[config.mk]
export PLATFORM = sky130hd
export DESIGN_NAME = spectrum_col_writer_flat
export DESIGN_NICKNAME = d
export VERILOG_FILES = /design/src/rtl/spectrum_pkg.sv /design/src/rtl/spectrum_col_writer_if.sv /design/src/rtl/spectrum_peak_store.sv /design/src/rtl/spectrum_col_writer.sv /design/src/flat_wrapper.sv
export SDC_FILE = /design/constraint.sdc
export NUM_CORES = 1
export LEC_CHECK = 0
export ABC_AREA = 1
export BUFFER_PORTS_ARGS = -buffer_cell sky130_fd_sc_hd__buf_4
export CORE_ASPECT_RATIO = 2
export CORE_MARGIN = 1.5
export CORE_UTILIZATION = 46
export CTS_CLUSTER_DIAMETER = 100
export DETAILED_ROUTE_END_ITERATION = 10
export PLACE_DENSITY = 0.79
export SETUP_SLACK_MARGIN = 0.5
export SYNTH_ARGS = -nofsm -noshare
export SYNTH_HDL_FRONTEND = slang
export SYNTH_SLANG_ARGS = --single-unit
[constraint.sdc]
create_clock -name clk -period 2.1 [get_ports clk]
set_input_delay 0.315 -clock clk [delete_from_list [all_inputs] [get_ports clk]]
set_output_delay 0.315 -clock clk [all_outputs]
set_load 0.02 [all_outputs]
[src/rtl/spectrum_pkg.sv]
// rtl/spectrum_pkg.sv - shared constants, colours and state type for the spectrum column writer
// Purpose: default geometry, pixel bus widths, default colours, colour-band
// boundary and the writer state enum. No ports.
package spectrum_pkg;

  localparam int NUM_COLS_DEF = 96;
  localparam int NUM_ROWS_DEF = 64;
  localparam int PIX_ADDR_W   = 13;
  localparam int PIX_DATA_W   = 8;

  localparam logic [PIX_DATA_W-1:0] BG_COLOR_DEF     = 8'h00;
  localparam logic [PIX_DATA_W-1:0] BAR_COLOR_DEF    = 8'h1C;
  localparam logic [PIX_DATA_W-1:0] BAR_HI_COLOR_DEF = 8'hE0;
  localparam logic [PIX_DATA_W-1:0] PEAK_COLOR_DEF   = 8'hFF;

  // Rows above this index use the high bar colour.
  localparam int HI_BAND_ROWS = 16;

  typedef enum logic {IDLE, DRAW} state_t;

endpackage

[src/rtl/spectrum_col_writer_if.sv]
// rtl/spectrum_col_writer_if.sv - bin stream and frame-buffer port A bundle
// Purpose: groups the magnitude stream, the frame-buffer write port and the
// status outputs of spectrum_col_writer.
// Signals: bin_valid/bin_ready/bin_mag/bin_last (magnitude stream),
// pix_ada/pix_dina/pix_wrea/pix_cea (buffer write port A), frame_done, busy.
// Modports: slave = the column writer, master = the bin source / observer.
interface spectrum_col_writer_if;

  logic                                bin_valid;
  logic                                bin_ready;
  logic [7:0]                          bin_mag;
  logic                                bin_last;
  logic [spectrum_pkg::PIX_ADDR_W-1:0] pix_ada;
  logic [spectrum_pkg::PIX_DATA_W-1:0] pix_dina;
  logic                                pix_wrea;
  logic                                pix_cea;
  logic                                frame_done;
  logic                                busy;

  modport slave (
    input  bin_valid, bin_mag, bin_last,
    output bin_ready, pix_ada, pix_dina, pix_wrea, pix_cea, frame_done, busy
  );

  modport master (
    output bin_valid, bin_mag, bin_last,
    input  bin_ready, pix_ada, pix_dina, pix_wrea, pix_cea, frame_done, busy
  );

endinterface

[src/rtl/spectrum_peak_store.sv]
// rtl/spectrum_peak_store.sv - per-column peak-hold registers with frame-based decay
// Purpose: keeps one 6-bit peak per column, offers max(peak[col], h) for the
// column being accepted, and decrements every peak once per DECAY_FRAMES frames.
// Ports: clk, reset (async, active high), col (column of the accepted bin),
// h (accepted bar height), update (store peak_new into peak[col]),
// frame_end (a bin_last column finished or was discarded), peak_new (out).
module spectrum_peak_store #(
  parameter int NUM_COLS     = 96,
  parameter int DECAY_FRAMES = 4,
  parameter int COL_W        = 7
) (
  input  logic             clk,
  input  logic             reset,
  input  logic [COL_W-1:0] col,
  input  logic [5:0]       h,
  input  logic             update,
  input  logic             frame_end,
  output logic [5:0]       peak_new
);

  logic [5:0]  peaks [NUM_COLS];
  logic [15:0] frame_cnt;
  logic        decay;

  // col may sit at NUM_COLS (saturated); such bins never update a peak.
  always_comb begin
    peak_new = h;
    if (col < COL_W'(NUM_COLS) && peaks[col] > h) peak_new = peaks[col];
  end

  assign decay = frame_end && (frame_cnt == 16'(DECAY_FRAMES - 1));

  // frame_end only happens in the last DRAW cycle or on a discard, so it
  // never coincides with a peak update.
  always_ff @(posedge clk or posedge reset) begin
    if (reset) begin
      frame_cnt <= '0;
      for (int i = 0; i < NUM_COLS; i++) peaks[i] <= '0;
    end else begin
      if (frame_end) frame_cnt <= decay ? 16'd0 : frame_cnt + 16'd1;
      for (int i = 0; i < NUM_COLS; i++) begin
        if (decay && peaks[i] != 6'd0) peaks[i] <= peaks[i] - 6'd1;
      end
      if (update) peaks[col] <= peak_new;
    end
  end

endmodule

[src/rtl/spectrum_col_writer.sv]
// rtl/spectrum_col_writer.sv - draws one spectrum bar column per accepted bin magnitude
// Purpose: each accepted bin becomes a 64-pixel column in the 96x64 frame
// buffer (row 0 at top), one pixel per cycle on write port A.
// Ports: clk, reset (async, active high), bus (spectrum_col_writer_if.slave:
// bin stream in, pix_* write port out, frame_done pulse, busy).
// Build option: SPECTRUM_PEAK_HOLD_EN adds per-column peak-hold markers.
module spectrum_col_writer
  import spectrum_pkg::*;
#(
  parameter int                    NUM_COLS     = NUM_COLS_DEF,
  parameter int                    NUM_ROWS     = NUM_ROWS_DEF,
  parameter logic [PIX_DATA_W-1:0] BG_COLOR     = BG_COLOR_DEF,
  parameter logic [PIX_DATA_W-1:0] BAR_COLOR    = BAR_COLOR_DEF,
  parameter logic [PIX_DATA_W-1:0] BAR_HI_COLOR = BAR_HI_COLOR_DEF,
  parameter logic [PIX_DATA_W-1:0] PEAK_COLOR   = PEAK_COLOR_DEF,
  parameter int                    DECAY_FRAMES = 4
) (
  input logic                 clk,
  input logic                 reset,
  spectrum_col_writer_if.slave bus
);

  localparam int COL_W = $clog2(NUM_COLS + 1);

  if (DECAY_FRAMES < 1) begin : g_decay_check
    $error("DECAY_FRAMES must be at least 1");
  end

  state_t                  state, state_nxt;
  logic [5:0]              row, row_nxt, h, h_nxt, pk, pk_nxt;
  logic [COL_W-1:0]        col, col_nxt;
  logic                    last_q, last_nxt;
  logic [PIX_ADDR_W-1:0]   ada, ada_nxt;
  logic [PIX_DATA_W-1:0]   dina, dina_nxt;
  logic                    wrea, wrea_nxt, fd, fd_nxt;
  logic                    accept, can_draw;
  logic [5:0]              bin_h, peak_new;

  // Peak marker wins over the bar; bar covers rows r with r + h >= 64.
  function automatic logic [PIX_DATA_W-1:0] pix_color(input logic [5:0] r,
                                                      input logic [5:0] hh,
                                                      input logic [5:0] p);
    if (p != 6'd0 && {1'b0, r} == 7'd64 - {1'b0, p}) return PEAK_COLOR;
    if ({1'b0, r} + {1'b0, hh} >= 7'd64)
      return (r < 6'(HI_BAND_ROWS)) ? BAR_HI_COLOR : BAR_COLOR;
    return BG_COLOR;
  endfunction

  assign bin_h    = bus.bin_mag[7:2];
  assign accept   = bus.bin_valid && bus.bin_ready;
  assign can_draw = col < COL_W'(NUM_COLS);

`ifdef SPECTRUM_PEAK_HOLD_EN
  spectrum_peak_store #(
    .NUM_COLS(NUM_COLS), .DECAY_FRAMES(DECAY_FRAMES), .COL_W(COL_W)
  ) u_peak (
    .clk(clk), .reset(reset), .col(col), .h(bin_h),
    .update(accept && can_draw), .frame_end(fd_nxt), .peak_new(peak_new)
  );
`else
  assign peak_new = 6'd0;
`endif

  always_comb begin
    state_nxt = state;
    row_nxt   = row;
    h_nxt     = h;
    pk_nxt    = pk;
    col_nxt   = col;
    last_nxt  = last_q;
    ada_nxt   = '0;
    dina_nxt  = '0;
    wrea_nxt  = 1'b0;
    fd_nxt    = 1'b0;
    case (state)
      IDLE: begin
        if (accept) begin
          last_nxt = bus.bin_last;
          h_nxt    = bin_h;
          pk_nxt   = peak_new;
          row_nxt  = 6'd0;
          if (can_draw) begin
            state_nxt = DRAW;
            ada_nxt   = PIX_ADDR_W'(col);
            dina_nxt  = pix_color(6'd0, bin_h, peak_new);
            wrea_nxt  = 1'b1;
          end else begin
            // Column beyond the frame: consume the bin without writing.
            fd_nxt = bus.bin_last;
            if (bus.bin_last) col_nxt = '0;
          end
        end
      end
      DRAW: begin
        if (row == 6'(NUM_ROWS - 1)) begin
          state_nxt = IDLE;
          fd_nxt    = last_q;
          col_nxt   = last_q ? '0 : col + 1'b1;
        end else begin
          row_nxt  = row + 6'd1;
          ada_nxt  = ada + PIX_ADDR_W'(NUM_COLS);
          dina_nxt = pix_color(row + 6'd1, h, pk);
          wrea_nxt = 1'b1;
        end
      end
      default: state_nxt = IDLE;
    endcase
  end

  always_ff @(posedge clk or posedge reset) begin
    if (reset) begin
      state  <= IDLE;
      row    <= '0;
      h      <= '0;
      pk     <= '0;
      col    <= '0;
      last_q <= 1'b0;
      ada    <= '0;
      dina   <= '0;
      wrea   <= 1'b0;
      fd     <= 1'b0;
    end else begin
      state  <= state_nxt;
      row    <= row_nxt;
      h      <= h_nxt;
      pk     <= pk_nxt;
      col    <= col_nxt;
      last_q <= last_nxt;
      ada    <= ada_nxt;
      dina   <= dina_nxt;
      wrea   <= wrea_nxt;
      fd     <= fd_nxt;
    end
  end

  // Held low during reset so the source never sees a handshake it cannot make.
  assign bus.bin_ready  = (state == IDLE) && !reset;
  assign bus.busy       = (state == DRAW);
  assign bus.pix_ada    = ada;
  assign bus.pix_dina   = dina;
  assign bus.pix_wrea   = wrea;
  assign bus.pix_cea    = wrea;
  assign bus.frame_done = fd;

endmodule

[src/flat_wrapper.sv]
// flat-port wrapper written by rule: the top's interface ports become plain ports
module spectrum_col_writer_flat import spectrum_pkg::*;
#(
  parameter int                    NUM_COLS     = NUM_COLS_DEF,
  parameter int                    NUM_ROWS     = NUM_ROWS_DEF,
  parameter logic [PIX_DATA_W-1:0] BG_COLOR     = BG_COLOR_DEF,
  parameter logic [PIX_DATA_W-1:0] BAR_COLOR    = BAR_COLOR_DEF,
  parameter logic [PIX_DATA_W-1:0] BAR_HI_COLOR = BAR_HI_COLOR_DEF,
  parameter logic [PIX_DATA_W-1:0] PEAK_COLOR   = PEAK_COLOR_DEF,
  parameter int                    DECAY_FRAMES = 4
)
  (clk, reset, bus_bin_valid, bus_bin_mag, bus_bin_last, bus_bin_ready, bus_pix_ada, bus_pix_dina, bus_pix_wrea, bus_pix_cea, bus_frame_done, bus_busy);
  spectrum_col_writer_if bus_i ();
  input logic clk;
  input logic reset;
  input wire logic [$bits(bus_i.bin_valid)-1:0] bus_bin_valid;
  input wire logic [$bits(bus_i.bin_mag)-1:0] bus_bin_mag;
  input wire logic [$bits(bus_i.bin_last)-1:0] bus_bin_last;
  output wire logic [$bits(bus_i.bin_ready)-1:0] bus_bin_ready;
  output wire logic [$bits(bus_i.pix_ada)-1:0] bus_pix_ada;
  output wire logic [$bits(bus_i.pix_dina)-1:0] bus_pix_dina;
  output wire logic [$bits(bus_i.pix_wrea)-1:0] bus_pix_wrea;
  output wire logic [$bits(bus_i.pix_cea)-1:0] bus_pix_cea;
  output wire logic [$bits(bus_i.frame_done)-1:0] bus_frame_done;
  output wire logic [$bits(bus_i.busy)-1:0] bus_busy;
  assign bus_i.bin_valid = bus_bin_valid;
  assign bus_i.bin_mag = bus_bin_mag;
  assign bus_i.bin_last = bus_bin_last;
  assign bus_bin_ready = bus_i.bin_ready;
  assign bus_pix_ada = bus_i.pix_ada;
  assign bus_pix_dina = bus_i.pix_dina;
  assign bus_pix_wrea = bus_i.pix_wrea;
  assign bus_pix_cea = bus_i.pix_cea;
  assign bus_frame_done = bus_i.frame_done;
  assign bus_busy = bus_i.busy;
  spectrum_col_writer #(.NUM_COLS(NUM_COLS), .NUM_ROWS(NUM_ROWS), .BG_COLOR(BG_COLOR), .BAR_COLOR(BAR_COLOR), .BAR_HI_COLOR(BAR_HI_COLOR), .PEAK_COLOR(PEAK_COLOR), .DECAY_FRAMES(DECAY_FRAMES)) u_core (.clk(clk), .reset(reset), .bus(bus_i));
endmodule
## After elaboration in Yosys (flattened, before gate mapping)

Index checks and enable logic that the tools add are counted.

| storage, ports and cells | value |
|---|---|
| bits in registers | 43 |
| input bits | 12 |
| output and inout port bits | 26 |
| word-level logic and storage cells | 75 |

| cells by class | value |
|---|---|
| $add $sub $neg | 4 |
| $lt $le $gt $ge | 4 |
| equal/unequal tests | 6 |
| multiplexer cells | 46 |
| bitwise operators | 1 |
| reduce and logical (&&, ||, !) cells | 6 |

Operators by type and width:

| kind | number |
|---|---|
| $mux W8 | 10 |
| $mux W7 | 6 |
| $mux W13 | 2 |
| $pmux W13 S2 | 1 |
| $mux W1 | 20 |
| $pmux W8 S2 | 1 |
| $pmux W7 S2 | 1 |
| $add A13 B7 Y13 const B | 1 |
| $mux W6 | 2 |
| $pmux W6 S2 | 1 |
| $ne A2 B2 Y1 const B | 4 |
| $add A6 B6 Y7 | 1 |
| $add A7 B1 Y7 const B | 1 |
| $ge A6 B7 Y1 const B | 1 |
| $ge A7 B7 Y1 const B | 1 |
| $lt A7 B7 Y1 const B | 1 |
| $add A6 B1 Y6 const B | 1 |
| $eq A6 B6 Y1 const B | 1 |
| $lt A6 B5 Y1 const B | 1 |
| $pmux W1 S2 | 2 |
| $reduce_and A2 Y1 | 2 |
| $reduce_and A4 Y1 | 1 |
| $logic_and A1 B1 Y1 | 2 |
| $ne A2 B1 Y1 const B | 1 |
| other kinds (2) | 2 |

## Depth between registers and ports, before layout

Gate-level depths: netlist of the first run.

| logic depth | value |
|---|---|
| depth after elaboration | 14 |
| depth in mapped cells | 10 |

## Worst setup path before layout of the first run

OpenSTA, ideal clock, no wires.

| timing | value |
|---|---|
| path type | reg2reg |
| start point | register u_core.row[2] |
| end point | register u_core.dina[4], in the netlist u_core.bus.pix_dina[4] |
| setup time | 0.126 ns |
| data arrival time | 1.598 ns |
| path slack | 0.376 ns |
| cell stages (with the launch flop) | 9 |
| buffers on the path | 0 |
| clock period less this slack | 1.724 ns |
| cells stage by stage | dfrtp_1 > nand4_1 > o21ai_0 > nand2_1 > ha_1 > a21oi_1 > o21ai_0 > o21ai_0 > nor2_1 |

| between the ends | value |
|---|---|
| longest elaborated chain between the ends | 11 |
| elaborated cells between the ends (all ways) | 15 |

Ends and longest elaborated chain:

| item | line | RTL |
|---|---|---|
| start, declared | spectrum_col_writer.sv:30 | `logic [5:0] row, row_nxt, h, h_nxt, pk, pk_nxt;` |
| start signal, assigned | spectrum_col_writer.sv:124 | `row <= row_nxt;` |
| $add A6 B1 Y6 | spectrum_col_writer.sv:102 | `dina_nxt = pix_color(row + 6'd1, h, pk);` |
| $add A6 B6 Y7 | spectrum_col_writer.sv:44 | `if ({1'b0, r} + {1'b0, hh} >= 7'd64)` |
| $ge A7 B7 Y1 | spectrum_col_writer.sv:44 |  |
| $mux W1 (2 in series) | spectrum_col_writer.sv:44 |  |
| $mux W1 | spectrum_col_writer.sv:95 | `if (row == 6'(NUM_ROWS - 1)) begin` |
| $mux W1 | spectrum_col_writer.sv:75 | `case (state)` |
| $mux W8 | spectrum_col_writer.sv:46 | `return BG_COLOR;` |
| $mux W8 | spectrum_col_writer.sv:44 |  |
| $mux W8 * | spectrum_col_writer.sv:95 |  |
| $pmux W8 S2 * | spectrum_col_writer.sv:75 |  |
| end signal, assigned | spectrum_col_writer.sv:130 | `dina <= dina_nxt;` |
| end, declared | spectrum_col_writer.sv:34 | `logic [PIX_DATA_W-1:0] dina, dina_nxt;` |

Every way passes the cells marked *; elsewhere a longest branch is shown, timed or not. The select of a mux whose other input is x is not followed.
A chain may end at the register's enable or synchronous reset.

## Final worst setup path of the first run

| timing | value |
|---|---|
| start point | register u_core.row[0] |
| end point | register u_core.dina[6], in the netlist u_core.bus.pix_dina[6] |

The elaborated chain is that of the path after synthesis.

==> results.py, run 1 <==
metrics = {
    "synthesis": {
        "async_reset_ff_share_pct": 100,
        "syn_area_per_cell_um2": 8.53,
        "ys.flop_type": "dfrtp_1",
        "netlist.area_leader.share_pct": 46.8,
        "synthTopCellsByArea": "dfrtp_1, nand2_1, ha_1",
        "synth_common_cells": "nand2_1, dfrtp_1, inv_1",
        "yosysSeqAreaShare_pct": 46.8,
        "yosysMostFrequentCell": "nand2_1",
        "synth-seq-cells": 37,
        "synth_area_um2": 1980,
        "netlist_instances": 232,
        "synth_edf_count": 0,
        "synth_area_leader_cell": "dfrtp_1",
        "ys_types": 28,
        "ys.warnings.count": 0,
    },
    "critical_path": {
        "worstPathRequired_ns": 2.28,
        "critPathMaxFanout": 4,
        "crit_start": "u_core.row[0]$_DFFE_PP0P_",
        "path_class": "reg2reg",
        "start_kind": "flip-flop",
        "r2r_start": "u_core.row[0]$_DFFE_PP0P_",
        "endpoint_kind": "flip-flop",
        "cp.arrival_ns": 1.86,
    },
    "die": {
        "dieHeight_um": 95.8,
        "ios": 38,
        "dieArea_um2": 4730,
        "die_x_um": 49.4,
        "initial_core_util_pct": 47.9,
        "core-area_um2": 4130,
        "rows": 33,
    },
    "pwr": {
        "p_int_w": 0.00188,
        "clkPwrFrac_pct": 14.2,
        "p_comb_share_pct": 51.0,
        "power_frac_seq_pct": 34.8,
        "ir_worst_vdd_v": 0.000633,
        "power_w": 0.00340,
        "p_leak_nw": 1.19,
        "p_sw_w": 0.00152,
        "powerDensity_nw_per_um2": 1420,
        "swShare_pct": 44.7,
    },
    "detailed_routing": {
        "drt_iter0_markers": 32,
        "dr_wl_met2_um": 2130,
        "dr_wl_met3_um": 122,
        "wl_per_cell_um": 12.5,
        "postRouteAntennaNets": 0,
        "highest_layer": "met4",
        "routed_via_density": 5.05,
        "vias": 1621,
        "wirelength_um": 4010,
        "dr.pass1.iters": 4,
        "drc": 0,
        "drt-met1-wl_um": 1610,
    },
    "status": {
        "status": "completed",
    },
    "clock_network": {
        "cts_buffers": 5,
        "ctsHtreeMaxLevel": 2,
        "root_buffer": "clkbuf_8",
        "hold_buffers": 0,
        "cts_tree": "built",
        "clk_pin_slew_ns": 0.08,
        "clk_latency_ns": 0.29,
        "cts_sinks": 37,
        "cts_buffer_depth": 2,
    },
    "global_route": {
        "grt_start_max_net_pins": 38,
        "groute.usage.overall_pct": 18.3,
        "first_global_vias": 1525,
        "grt_pass1_wl_um": 6620,
        "antenna_found_initial": 0,
        "grt-ovfl-total": 0,
    },
    "place": {
        "portBuffers": 33,
        "gp_congestion": 0.891,
        "dp_hpwl_um": 2910,
    },
    "hold_path": {
        "hp-class": "in2async",
    },
    "timing": {
        "tns_ns": 0,
        "setup_viol": 0,
        "rsz0062_at_grt": "yes",
        "finalHoldViolCount": 0,
        "min_period_ns": 1.68,
        "clock.fmax_mhz": 597,
        "drv_slew": 0,
        "hold_slack_ns": 0.152,
        "skew_ns": 0.00634,
        "fin_crit_sh_pct": 79.8,
    },
    "final_layout": {
        "layout.area.seq_um2": 928,
        "drive_above_1_share_pct": 30.1,
        "area_growth_pct": 21.1,
        "finalNetCount": 289,
        "fillers": 380,
        "multi_input_area_um2": 891,
        "antennaDiodeCount": 0,
        "final_util_pct": 58.1,
    },
    "flow_run": {
        "maxCapViolations": 0,
    },
}
-- worst max-delay path, stage by stage (launching register included) --
cell and delay [ns]:
dfrtp_1 0.40, nand4_1 0.21, nand2_2 0.15, inv_1 0.05, ha_1 0.30, a21oi_1 0.17
o21ai_1 0.09, o21ai_2 0.14, nor2_1 0.06
-- metal layers --
metal  GRT usage, %  vias to the layer above
met3           3.11                       11
met5              0                        -
met1           20.5                      760
met2           31.4                       39
met4           12.7                        0
li1               -                      811
-- worst paths after layout --
kind	endpoint	cells after the start	slack (ns)
max	u_core.bus.pix_dina[6]$_DFF_PP0_	8	0.42
min	u_core.last_q$_DFFE_PP0P_	3	0.15
max reg2reg	u_core.bus.pix_dina[6]$_DFF_PP0_	8	0.42
min reg2reg	u_core.h[3]$_DFFE_PP0P_	2	0.49
max in group asynchronous	u_core.row[2]$_DFFE_PP0P_	3	1.60
min in group clk	u_core.h[3]$_DFFE_PP0P_	3	0.21
-- cell usage in the layout, fill, tap and decap left out --
| master | instances |
|---|---|
| nor3_1 | 1 |
| nand3_1 | 12 |
| or2_2 | 1 |
| nand4_1 | 9 |
| inv_4 | 1 |
| dfrtp_1 | 35 |
| nand3_2 | 1 |
| a21oi_2 | 1 |
| clkinv_2 | 2 |
| nand2_1 | 57 |
| nor2_2 | 1 |
| o21ai_0 | 13 |
| inv_1 | 25 |
| nor2_4 | 3 |
| a21oi_1 | 6 |
| nor2_1 | 13 |
| o21ai_2 | 7 |
| buf_4 | 43 |
| clkbuf_1 | 1 |
| conb_1 | 2 |
| o21ai_1 | 3 |
| o32ai_1 | 2 |
| ha_4 | 1 |
| ha_2 | 1 |
| o22ai_2 | 2 |
| o211ai_1 | 1 |
| nor3_2 | 1 |
| dfrtp_2 | 2 |
| ha_1 | 6 |
| inv_2 | 2 |
| o21ai_4 | 1 |
| nand2_4 | 1 |
| nand2_2 | 5 |
| xor2_1 | 1 |
| fa_1 | 1 |
| clkbuf_8 | 5 |
-- power groups by stage --
| stage | sequential (W) | combinational (W) | clock [W] |
|---|---|---|---|
| floorplan | 0.00125 | 0.00110 | 0 |
| global placement | 0.00119 | 0.00150 | 0 |
| detailed placement | 0.00120 | 0.00155 | 0 |
| CTS | 0.00118 | 0.00169 | 0.000490 |
| global route | 0.00122 | 0.00192 | 0.000518 |
| finish | 0.00119 | 0.00174 | 0.000483 |
-- cells by family after synthesis --
| logic type | after synthesis | synth area share, % |
|---|---|---|
| XOR/XNOR | 1 | 0.443 |
| flip-flops | 37 | 46.8 |
| AND/OR/NAND/NOR | 105 | 24.0 |
| adder cells (fa/ha/maj) | 9 | 6.07 |
| buffers and inverters | 43 | 11.0 |
| AO/OA/AOI/OAI | 36 | 11.5 |
| other | 1 | 0.189 |
-- flip-flops by register name, indices dropped and copies added, names as in the netlist --
name	cells
u_core.bus.pix_ada	13
u_core.col	7
u_core.bus.frame_done	1
u_core.bus.pix_cea	1
u_core.row	6
u_core.h	6
u_core.bus.pix_dina	2
u_core.last_q	1
-- repair_timing --
item / 4_1_cts / 5_1_grt
endpoints found under the setup margin: 8 / 17
pin swaps: 8 / 4
setup buffers: 4 / 2
resized for setup: 8 / 6
-- metrics by stage --
stage / std cells / instance area [um^2] / setup WS, ns
after floorplan: 233 / 1990 / 0.503
after global placement: 307 / 2220 / 0.348
after detailed placement: 307 / 2220 / 0.271
after CTS: 319 / 2370 / 0.397
after global routing: 321 / 2400 / 0.309
final: 321 / 2400 / 0.424
-- final cells by class --
| cell class | count | area share (%) |
|---|---|---|
| Clock inverter | 2 | 0.418 |
| Sequential cell | 37 | 38.7 |
| Inverter | 28 | 4.49 |
| Multi-Input combinational cell | 153 | 37.2 |
| Timing Repair Buffer | 43 | 13.5 |
| Clock buffer | 6 | 3.03 |
| Tap cell | 52 | 2.71 |
Power figures use the tool's default switching activity.
==> inputs of run 2 (changes only) <==
--- a/config.mk
+++ b/config.mk
@@ -12,7 +12,7 @@
 export CORE_UTILIZATION = 46
 export CTS_CLUSTER_DIAMETER = 100
 export DETAILED_ROUTE_END_ITERATION = 10
-export PLACE_DENSITY = 0.79
+export PLACE_DENSITY = 0.82
 export SETUP_SLACK_MARGIN = 0.5
 export SYNTH_ARGS = -nofsm -noshare
 export SYNTH_HDL_FRONTEND = slang
==> constraint.sdc (replaced) <==
create_clock -name clk -period 1.4 [get_ports clk]
set_input_delay 0.21 -clock clk [delete_from_list [all_inputs] [get_ports clk]]
set_output_delay 0.21 -clock clk [all_outputs]
set_load 0.02 [all_outputs]
==> run 2 against run 1 <==
Against the previous run:
- the flow now finishes with violations (negative hold slack, negative setup slack)
- core utilization increased by 21 points
- clock power increased by 54%
- global-route usage increased by 9.0 points
- sequential power increased by 57%
- die area unchanged
- flip-flop and latch count unchanged
==> results.py, run 2 (same netlist as run 1, synthesis figures left out) <==
metrics = {
    "status": {
        "status": "finished, violations left",
        "violations": "negative hold slack, negative setup slack",
    },
    "critical_path": {
        "critPathMaxFanout": 4,
        "crit_buf_inv": 0,
        "cpMostUsedCell": "o21ai_2",
        "crit_start": "u_core.row[2]$_DFFE_PP0P_",
        "cp.arrival_ns": 2.07,
        "r2r_start": "u_core.row[2]$_DFFE_PP0P_",
        "critPathMaxStageDelay_ns": 0.42,
        "cpLargestDelayFamily": "simple AND/OR/NAND/NOR gates",
        "worstPathRequired_ns": 1.61,
        "start_kind": "flip-flop",
        "endpoint_kind": "flip-flop",
        "cpMaxStageDelayCell": "dfrtp_1",
        "path_class": "reg2reg",
        "path_cells": "nand4_1, o21ai_2, nand2_2, ha_4, nand2_1, nor3_2, o21ai_2, nor2_1",
    },
    "timing": {
        "fin_crit_sh_pct": 133,
        "rsz0062_at_grt": "yes",
        "min_period_ns": 1.87,
        "skew_ns": 0.00254,
        "drv_slew": 0,
        "clock.fmax_mhz": 536,
        "final.setup.worst_slack_ns": -0.467,
        "finalHoldViolCount": 17,
        "setup_viol": 30,
        "hold_slack_ns": -0.0700,
    },
    "die": {
        "dieArea_um2": 4730,
        "dieHeight_um": 95.8,
        "core-area_um2": 4130,
        "ios": 38,
        "rows": 33,
        "die_x_um": 49.4,
        "initial_core_util_pct": 47.9,
    },
    "clock_network": {
        "cts_buffers": 5,
        "clk_pin_slew_ns": 0.07,
        "clk_latency_ns": 0.30,
        "root_buffer": "clkbuf_8",
        "cts_tree": "built",
        "ctsHtreeMaxLevel": 2,
        "cts_sinks": 37,
        "cts_buffer_depth": 2,
    },
    "final_layout": {
        "finalNetCount": 343,
        "largest_reg_flops": 13,
        "fillers": 243,
        "final_cell_mix": "buf_4, nand2_1, buf_6",
        "final_common_cell": "buf_4",
        "stdcell_area_um2": 3250,
        "drive_above_1_share_pct": 53.9,
        "area_growth_pct": 64.2,
        "antennaDiodeCount": 0,
        "final_util_pct": 78.7,
    },
    "flow_run": {
        "maxCapViolations": 0,
    },
    "global_route": {
        "grt_pass1_wl_um": 9650,
        "groute.usage.overall_pct": 27.3,
        "busiest_layer": "met2",
        "grt-ovfl-total": 0,
        "met3_usage_pct": 4.04,
        "first_global_vias": 2071,
        "grt_start_max_net_pins": 21,
        "grt.met2_usage_pct": 51.7,
        "antenna_found_initial": 0,
        "use_met1_pct": 28.9,
    },
    "detailed_routing": {
        "vias": 2037,
        "wirelength_um": 6350,
        "postRouteAntennaNets": 0,
        "dr.pass1.iters": 4,
        "routed_via_density": 5.43,
        "wl_per_cell_um": 16.9,
        "drc": 0,
        "drt_iter0_markers": 79,
    },
    "hold_path": {
        "hp-class": "in2async",
    },
    "place": {
        "placed_cell_area_um2": 2440,
        "portBuffers": 33,
        "dp_hpwl_um": 3380,
        "gp_congestion": 0.936,
    },
    "pwr": {
        "ir_worst_vdd_v": 0.00132,
        "p_leak_nw": 1.55,
        "powerDensity_nw_per_um2": 2170,
    },
}
run 2: final cells by class:
type / count / area [um^2] / share of cell area [%]
clock inverters: 2 / 10.0 / 0.308
inverters: 28 / 124 / 3.81
multi-input cells: 154 / 1110 / 34.1
well taps: 52 / 65.1 / 2.00
flip-flops and latches: 37 / 931 / 28.6
clock buffers: 6 / 72.6 / 2.23
repair buffers: 95 / 922 / 28.4
repair inverters: 1 / 16.3 / 0.500
run 2: per-stage QoR:
stage,TNS (ns),setup WS [ns],hold slack (ns),instances,total power [W]
floorplan,-0.383,-0.185,0.170,233,0.00363
global placement,-1.22,-0.252,0.255,330,0.00448
detailed placement,-1.75,-0.306,0.260,330,0.00459
CTS,-3.65,-0.241,-0.0427,364,0.00626
global route,-8.20,-0.536,-0.0410,375,0.00749
finish,-5.89,-0.467,-0.0700,375,0.00707
run 2: final timing paths:
kind / depth (start not counted) / to / slack (ns)
setup / recovery: 8 / u_core.bus.pix_dina[6]$_DFF_PP0_ / -0.47
hold / removal: 2 / u_core.col[2]$_DFFE_PP0P_ / -0.07
max in group asynchronous: 3 / u_core.bus.pix_ada[5]$_DFF_PP0_ / 1.04
hold reg to reg: 2 / u_core.h[4]$_DFFE_PP0P_ / 0.51
min in group clk: 3 / u_core.h[1]$_DFFE_PP0P_ / 0.11
setup reg to reg: 8 / u_core.bus.pix_dina[6]$_DFF_PP0_ / -0.47
run 2: repair_timing:
action                     4_1_cts  5_1_grt
cloned                           2        0
setup endpoints to repair       61       61
hold endpoints to repair        17       17
buffers inserted                24       11
resized for setup               67       39
pin swaps                       11       17
run 2: where the power goes:
part / leakage, nW / total [W] / switching, W / internal (W)
logic: 1.03 / 0.00446 / 0.00228 / 0.00218
clock network: 0.0450 / 0.000744 / 0.000399 / 0.000345
registers: 0.475 / 0.00187 / 0.000428 / 0.00144
run 2: routing by layer:
layer  wire length, um  part of all wire, %
met5                 0                    0
met4               233                  3.7
met3               296                  4.7
met2              3570                   56
met1              2250                   35
==> inputs of run 3 (changes only) <==
--- a/config.mk
+++ b/config.mk
@@ -12,7 +12,7 @@
 export CORE_UTILIZATION = 46
 export CTS_CLUSTER_DIAMETER = 100
 export DETAILED_ROUTE_END_ITERATION = 10
-export PLACE_DENSITY = 0.82
+export PLACE_DENSITY = 0.8
 export SETUP_SLACK_MARGIN = 0.5
 export SYNTH_ARGS = -nofsm -noshare
 export SYNTH_HDL_FRONTEND = slang
==> run 3 against run 2 <==
Against the previous run:
- the flow finishes with violations (negative setup slack)
- worst setup slack improved by 0.033 ns
- maximum frequency increased by 1.8%
- die area unchanged
- non-clock buffer count down 14
- global-route usage is 6.3 points lower
- register-to-register slack gained 0.03 ns
- sequential power is 4% lower
- via count shrank 7.4%
- wire length is 17% lower
- flip-flop and latch count stayed put
- critical path type unchanged
==> results.py, run 3 (same netlist as run 1, synthesis figures left out) <==
metrics = {
    "status": {
        "status": "finished, violations left",
        "violations": "negative setup slack",
    },
    "pwr": {
        "p_comb_share_pct": 59.1,
        "swShare_pct": 41.4,
        "power_frac_seq_pct": 26.9,
        "p_sw_w": 0.00278,
        "p_leak_nw": 1.53,
        "power_w": 0.00671,
        "clkPwrFrac_pct": 14.0,
        "p_int_w": 0.00393,
        "powerDensity_nw_per_um2": 2170,
        "ir_worst_vdd_v": 0.00148,
    },
    "detailed_routing": {
        "routed_via_density": 5.24,
        "wl_per_cell_um": 14.7,
        "drc": 0,
        "vias": 1886,
        "postRouteAntennaNets": 0,
        "wirelength_um": 5280,
        "dr.pass1.iters": 4,
        "drt_iter0_markers": 55,
    },
    "clock_network": {
        "cts_buffers": 5,
        "clk_pin_slew_ns": 0.07,
        "ctsHtreeMaxLevel": 2,
        "root_buffer": "clkbuf_8",
        "clk_latency_ns": 0.29,
        "cts_buffer_depth": 2,
        "cts_sinks": 37,
        "cts_tree": "built",
    },
    "place": {
        "placed_cell_area_um2": 2410,
        "portBuffers": 33,
        "gp_congestion": 0.919,
        "dp_cells": 324,
        "dp_hpwl_um": 3190,
    },
    "critical_path": {
        "critPathMaxFanout": 5,
        "crit_end": "u_core.bus.pix_dina[4]$_DFF_PP0_",
        "path_class": "reg2reg",
        "start_kind": "flip-flop",
        "crit_start": "u_core.row[2]$_DFFE_PP0P_",
        "endpoint_kind": "flip-flop",
        "worstPathRequired_ns": 1.58,
        "r2r_cells": 8,
        "r2r_start": "u_core.row[2]$_DFFE_PP0P_",
        "r2r_slack_ns": -0.43,
        "timing.rr.end": "u_core.bus.pix_dina[4]$_DFF_PP0_",
        "cp.arrival_ns": 2.01,
    },
    "die": {
        "rows": 33,
        "ios": 38,
        "die_x_um": 49.4,
        "dieHeight_um": 95.8,
        "core-area_um2": 4130,
        "dieArea_um2": 4730,
        "initial_core_util_pct": 47.9,
    },
    "final_layout": {
        "antennaDiodeCount": 0,
        "multi_input_area_um2": 1070,
        "largest_reg_flops": 13,
        "layout.area.seq_um2": 931,
        "final_cell_mix": "buf_4, nand2_1, buf_6, dfrtp_1, inv_1",
        "fillers": 269,
        "stdcell_area_um2": 3100,
        "area_growth_pct": 56.4,
        "final-instance-count-excl-fill": 360,
        "finalNetCount": 328,
        "final_common_cell": "buf_4",
        "drive_above_1_share_pct": 50.6,
    },
    "global_route": {
        "first_global_vias": 1752,
        "grt-ovfl-total": 0,
        "groute.usage.overall_pct": 20.9,
        "antenna_found_initial": 0,
        "grt_pass1_wl_um": 7490,
        "grt_start_max_net_pins": 38,
    },
    "hold_path": {
        "hold-path-cell-count": 3,
        "hp-class": "in2reg",
    },
    "flow_run": {
        "maxCapViolations": 0,
    },
    "timing": {
        "clock.fmax_mhz": 545,
        "min_period_ns": 1.83,
        "tns_ns": -2.33,
        "finalHoldViolCount": 0,
        "setup_viol": 26,
        "skew_ns": 0.00986,
        "final.setup.worst_slack_ns": -0.435,
        "rsz0062_at_grt": "yes",
        "drv_slew": 0,
        "hold_slack_ns": 0.111,
        "fin_crit_sh_pct": 131,
    },
}
-- run 3: cell count changes in the layout (fill, tap and decap cells not counted), sizes merged --
cell and delta:
buf -15, bufinv +1, dlygate4sd3 +1, clkinv -3
clkbuf +1
-- run 3: worst min-delay path by stage --
stage	end	from	slack, ns
3_5_place_dp	u_core.col[2]$_DFFE_PP0P_	reset	0.29
4_1_cts	u_core.h[4]$_DFFE_PP0P_	bus_bin_mag[6]	0.11
5_1_grt	u_core.h[2]$_DFFE_PP0P_	bus_bin_mag[4]	0.12
3_3_place_gp	u_core.col[2]$_DFFE_PP0P_	reset	0.28
2_1_floorplan	u_core.bus.frame_done$_DFF_PP0_	reset	0.17
6_report	u_core.h[4]$_DFFE_PP0P_	bus_bin_mag[6]	0.11
-- run 3: cell type report --
class	count	area share, %
inverters	28	4.00
multi-input cells	154	34.7
clock inverters	1	0.970
well taps	52	2.10
repair buffers	81	25.3
flip-flops and latches	37	30.1
clock buffers	7	2.79
-- run 3: per-layer routing --
metal | global-route usage [%] | vias up | routed length [um]
met5 | 0 | - | 0
met4 | 11.8 | 0 | 210
met3 | 2.64 | 20 | 191
met2 | 40.1 | 67 | 3000
met1 | 21.4 | 903 | 1880
li1 | - | 896 | -
-- run 3: worst max-delay path, stage by stage, from the launching register on --
cell,delay [ns]
dfrtp_1,0.43
nand4_1,0.23
nand2_2,0.15
inv_1,0.05
ha_1,0.31
a21oi_1,0.24
o21ai_1,0.09
o21ai_1,0.16
nor2_1,0.07
-- run 3: stage by stage --
stage	utilization (%)	setup slack, ns
3_3_place_gp	58.4	-0.240
3_5_place_dp	58.4	-0.276
4_1_cts	67.5	-0.272
5_1_grt	75.0	-0.493
2_1_floorplan	-	-0.185
6_report	75.0	-0.435
-- run 3: power by group through the flow --
stage | logic, W | clock network, W | registers (W)
after floorplan | 0.00174 | 0 | 0.00189
after global placement | 0.00265 | 0 | 0.00175
after detailed placement | 0.00274 | 0 | 0.00176
after CTS | 0.00320 | 0.000959 | 0.00175
after global routing | 0.00428 | 0.00100 | 0.00185
final | 0.00397 | 0.000940 | 0.00180
-- run 3: what timing repair did --
action | 4_1_cts | 5_1_grt
cloned | 0 | 2
hold buffers | 1 | 0
endpoints found under the hold margin | 37 | 0
endpoints found under the setup margin | 61 | 61
gates resized for setup | 41 | 53
buffers inserted | 13 | 12
pin swaps | 6 | 10
